<file path="src/rtl/fir_serial_param.sv">
`default_nettype none
// ============================================================================
// fir_serial_param : reconfigurable single-MAC serial FIR with shift/saturate
// Revision 1.0
// ============================================================================
module fir_serial_param #(
  parameter int DW       = 8,
  parameter int CW       = 8,
  parameter int MAX_TAPS = 16
) (
  input  logic          clk,
  input  logic          rst_n,
  input  logic [DW-1:0] data_in,
  input  logic          enable,
  input  logic          configuration,
  input  logic          config_data_enable,
  output logic [DW-1:0] data_out,
  output logic [1:0]    overflow_flag,
  output logic          done,
  output logic          busy
);

  localparam int TW = $clog2(MAX_TAPS);
  localparam int AW = DW + CW + TW;
  localparam int SW = $clog2(AW);
  localparam int PW = $clog2(MAX_TAPS + 3);

  localparam logic [1:0] S_IDLE   = 2'd0;
  localparam logic [1:0] S_CONFIG = 2'd1;
  localparam logic [1:0] S_MAC    = 2'd2;
  localparam logic [1:0] S_OUT    = 2'd3;

  localparam logic [PW-1:0] PTR_END = PW'(MAX_TAPS + 2);
  localparam logic [PW-1:0] PTR_C0  = PW'(2);
  localparam logic signed [AW-1:0] RES_MAX = {{(AW-DW+1){1'b0}}, {(DW-1){1'b1}}};
  localparam logic signed [AW-1:0] RES_MIN = ~RES_MAX;

  logic [1:0]           state;
  logic [PW-1:0]        ptr;
  logic [TW-1:0]        n_m1;
  logic [SW-1:0]        shift;
  logic [TW-1:0]        idx;
  logic signed [AW-1:0] acc;
  logic signed [CW-1:0] coef [MAX_TAPS];
  logic signed [DW-1:0] x    [MAX_TAPS];

  logic signed [DW+CW-1:0] prod;
  logic signed [AW-1:0]    acc_next;
  logic signed [AW-1:0]    res;
  logic [31:0]             din_ext;
  logic [TW-1:0]           cidx;
  logic [PW-1:0]           ptr_off;

  assign prod     = coef[idx] * x[idx];
  assign acc_next = acc + {{TW{prod[DW+CW-1]}}, prod};
  assign res      = acc >>> shift;
  assign din_ext  = {{(32-DW){1'b0}}, data_in};
  assign ptr_off  = ptr - PTR_C0;
  assign cidx     = ptr_off[TW-1:0];

  always_ff @(posedge clk or negedge rst_n) begin
    if (!rst_n) begin
      state         <= S_IDLE;
      ptr           <= '0;
      n_m1          <= '0;
      shift         <= '0;
      idx           <= '0;
      acc           <= '0;
      data_out      <= '0;
      overflow_flag <= 2'b00;
      done          <= 1'b0;
      busy          <= 1'b0;
      for (int k = 0; k < MAX_TAPS; k++) begin
        coef[k] <= '0;
        x[k]    <= '0;
      end
    end else begin
      done <= 1'b0;
      // busy lags the state by one edge so it spans the MAC and OUT cycles as seen outside
      busy <= (state == S_MAC) || (state == S_OUT);
      case (state)
        S_IDLE: begin
          if (configuration) begin
            state <= S_CONFIG;
            ptr   <= '0;
            for (int k = 0; k < MAX_TAPS; k++) begin
              coef[k] <= '0;
              x[k]    <= '0;
            end
          end else if (enable) begin
            for (int k = MAX_TAPS - 1; k > 0; k--) begin
              x[k] <= x[k-1];
            end
            x[0]  <= data_in;
            acc   <= '0;
            idx   <= '0;
            state <= S_MAC;
          end
        end
        S_CONFIG: begin
          if (config_data_enable) begin
            if (ptr == '0) begin
              n_m1 <= data_in[TW-1:0];
            end else if (ptr == PW'(1)) begin
              shift <= (din_ext > 32'(AW - 1)) ? SW'(AW - 1) : din_ext[SW-1:0];
            end else if (ptr != PTR_END) begin
              coef[cidx] <= data_in[CW-1:0];
            end
            if (ptr != PTR_END) begin
              ptr <= ptr + PW'(1);
            end
          end
          if (!configuration) begin
            state <= S_IDLE;
          end
        end
        S_MAC: begin
          acc <= acc_next;
          if (idx == n_m1) begin
            state <= S_OUT;
          end else begin
            idx <= idx + TW'(1);
          end
        end
        default: begin
          if (res > RES_MAX) begin
            data_out      <= {1'b0, {(DW-1){1'b1}}};
            overflow_flag <= 2'b01;
          end else if (res < RES_MIN) begin
            data_out      <= {1'b1, {(DW-1){1'b0}}};
            overflow_flag <= 2'b10;
          end else begin
            data_out      <= res[DW-1:0];
            overflow_flag <= 2'b00;
          end
          done  <= 1'b1;
          state <= S_IDLE;
        end
      endcase
    end
  end

endmodule
`default_nettype wire

</file>
<file path="config.mk">
export PLATFORM = sky130hd
export DESIGN_NAME = fir_serial_param
export DESIGN_NICKNAME = d
export VERILOG_FILES = /design/src/rtl/fir_serial_param.sv
export SDC_FILE = /design/constraint.sdc
export NUM_CORES = 1
export LEC_CHECK = 0
export BUFFER_PORTS_ARGS = -buffer_cell sky130_fd_sc_hd__buf_2
export CAP_MARGIN = 20
export CORE_ASPECT_RATIO = 1.2
export CORE_MARGIN = 3
export CORE_UTILIZATION = 60
export CTS_CLUSTER_SIZE = 16
export DETAILED_ROUTE_END_ITERATION = 6
export PLACE_DENSITY = 0.76
export SKIP_CTS_REPAIR_TIMING = 1
export SYNTH_ARGS = -nofsm -noshare
export SYNTH_HDL_FRONTEND = slang
export SYNTH_SLANG_ARGS = --single-unit
</file>
<file path="constraint.sdc">
create_clock -name clk -period 10.1 [get_ports clk]
set_clock_uncertainty 0.1 [all_clocks]
set_input_delay 1.01 -clock clk [delete_from_list [all_inputs] [get_ports clk]]
set_output_delay 1.01 -clock clk [all_outputs]
set_load 0.02 [all_outputs]
</file>
==> results by group <==
Run status
  – Status: complete, no violations

STA
  – Min cycle time layout: 8.50 ns
  – Setup violations, final: 0
  – Final setup margin: 1.60 ns
  – Final Hold Fails: 0
  – F_max: 0.118 GHz
  – Final Cycle Share: 0.842
  – Max_slew headroom: 0.275
  – Setup_tns: 0 ns
  – Slew Limit Fails: 0
  – RSZ-0062 raised after global routing: no
  – Worst-margin pin slew: 1.08 ns

Critical path
  – Startpoint types: flop
  – Crit. End Element: flop
  – WP buf/inv: 4
  – Crit path max-delay family: compound AO/OA/AOI/OAI gates
  – CP required: 10.43 ns
  – Arr. time, crit path: 8.83 ns
  – CP max FO: 37
  – Worst setup path class: flop to flop
  – Reg2Reg Setup Slack: 1.60 ns
  – Slowest stage delay, CP: 0.93 ns
  – CP max stage cell: dfrtp_2
  – Worst path most repeated cell: a21oi_1

Yosys
  – YS warnings: 0
  – Post-synthesis cell count: 1579
  – Syn nets: 1704
  – Seq cells post-synth: 308
  – Post-synthesis cell type count: 62
  – Seq/Total Area, Yosys: 0.440
  – Netlist Area Pre-Place: 17500 um2
  – Post-synth ARST share: 1.00
  – Post-synth EDFFs: 0
  – Mean Syn Cell Area: 11.1 um2
  – Synth Flop Type: dfrtp_1

Layout
  – Most frequent cells in the layout: dfrtp_1 (306), nand2_1 (248), o21ai_0 (168)
  – Layout cell share with drive strength beyond 1: 0.131
  – Flip-flop and latch area: 7710 um2
  – ANT cells: 0
  – Fillers: 2116
  – Layout Nets: 1699
  – Multi-input gate area in the final layout: 9110 um2
  – Area delta synth->final: 9.66%
  – Most common cell after layout, fill and taps aside: dfrtp_1

Drt
  – DR pass1 iterations: 5
  – Initial DRC Count: 1271
  – Routed len/inst: 20.8 um
  – Post-DRT Antenna Nets: 0
  – Routed vias/inst: 6.39
  – DRC viols: 0
  – Final wirelength: 41100 um
  – Via count: 12600

Clock network
  – Clock sink total: 308
  – CTS clk-pin slew, worst paths: 0.06 ns
  – Clock Tree Root: clkbuf_16
  – CTS tree: yes
  – Clock latency on the worst-skew pair: 0.52 ns
  – H-Tree Level Count: 2
  – Clock buffer count from CTS: 34
  – Clk buf depth: 3

Global route
  – Initial antenna violation count: 0
  – First-pass GRT wire length: 68300 um
  – Vias in the first global route: 13100
  – Total Routing Usage GR: 0.268
  – Pin count of the biggest net entering global routing: 123
  – Aggregate global routing overflow: 0

Floorplanning
  – Die width: 162 um
  – Number of primary I/O pins: 25
  – Std cell rows: 67
  – Initial Utilization: 0.618
  – Die ar.: 31300 um2
  – Chip Height: 193 um
  – Core ar.: 28300 um2

Placed design
  – Dpl hpwl: 28500 um
  – Final RePlAce weighted congestion: 0.933
  – Number of I/O port buffers: 24
  – Place WS: 1.66 ns

Power
  – Worst VDD drop: 0.156 mV
  – Pleak: 8.76 nW
  – Total power: 4.53 mW
  – Power per Cell Area: 236 nW/um2

Worst hold path
  – HP Class: flop to flop

Flow run
  – Max cap viols: 0
==> stage by stage <==
| stage | cell area (um2) | instances | utilization | hold WS, ns |
|---|---|---|---|---|
| global route | 19200 | 1979 | 0.678 | 0.401 |
| floorplan | 17500 | 1579 | - | 0.345 |
| finish | 19200 | 1979 | 0.678 | 0.378 |
| CTS | 19200 | 1978 | 0.677 | 0.382 |
| detailed placement | 18000 | 1916 | 0.634 | 0.366 |
| global placement | 18000 | 1916 | 0.634 | 0.356 |
==> synthesized netlist by cell type, types with 30 or more instances <==
master	number	share of area
nand2_1	248	0.053
fa_1	56	0.064
a22o_1	129	0.064
a21oi_1	30	0.0086
inv_1	108	0.023
nor2_1	49	0.010
ha_1	56	0.040
and2_1	54	0.019
o21ai_0	169	0.048
mux4_2	96	0.12
dfrtp_1	308	0.44
clkbuf_1	60	0.013
==> sequential cells by signal, summed over array words and instances (netlist names) <==
register and flops:
idx 4, state 2, data_out 8, shift 5, ptr 5, n_m1 4
x 128, overflow_flag 2, busy 1, acc 20, coef 128, done 1
==> kinds of logic (layout without fill, tap and decap cells) <==
kind of cell / count (synthesis) / count (layout) / share of synthesized area
AND/OR/NAND/NOR: 412 / 412 / 0.105
flip-flops: 308 / 308 / 0.440
buffers and inverters: 188 / 209 / 0.0411
adder cells (fa/ha/maj): 112 / 112 / 0.104
AO/OA/AOI/OAI: 404 / 404 / 0.155
XOR/XNOR: 38 / 38 / 0.0190
multiplexers: 117 / 117 / 0.136
==> final cells by class <==
| cell class | count | share of cell area |
|---|---|---|
| Inverter | 108 | 0.0211 |
| Clock inverter | 12 | 0.0102 |
| Multi-Input combinational cell | 1083 | 0.474 |
| Sequential cell | 308 | 0.401 |
| Clock buffer | 50 | 0.0537 |
| Timing Repair Buffer | 39 | 0.0150 |
| Tap cell | 379 | 0.0247 |
==> worst register-to-register path, delay by kind of cell (launching register included) <==
family / cells / cell delay (ns)
compound gates: 14 / 2.96
fa+ha+maj: 6 / 2.71
buf+inv: 4 / 0.48
flops: 1 / 0.93
mux: 3 / 0.86
simple gates: 2 / 0.36
==> layer usage <==
layer | track usage | wire length (um)
met5 | 0 | 0
met4 | 0.0983 | 1540
met3 | 0.0379 | 2160
met2 | 0.455 | 20800
met1 | 0.356 | 16500
==> power breakdown <==
part | switching (mW) | leakage (nW) | internal [mW] | total, mW
combinational | 0.966 | 3.94 | 0.652 | 1.62
clock | 0.513 | 0.599 | 0.819 | 1.33
sequential | 0.217 | 4.22 | 1.36 | 1.58
==> worst paths after layout <==
kind / from / to / depth (start not counted)
worst max-delay path: idx[1] / acc[19] / 29
worst min-delay path: coef[17] / coef[17] / 2
worst max register to register: idx[1] / acc[19] / 29
worst min register to register: coef[17] / coef[17] / 2
max in group asynchronous: rst_n / coef[87] / 3
min in group asynchronous: rst_n / x[54] / 1
Power figures use the tool's default switching activity.
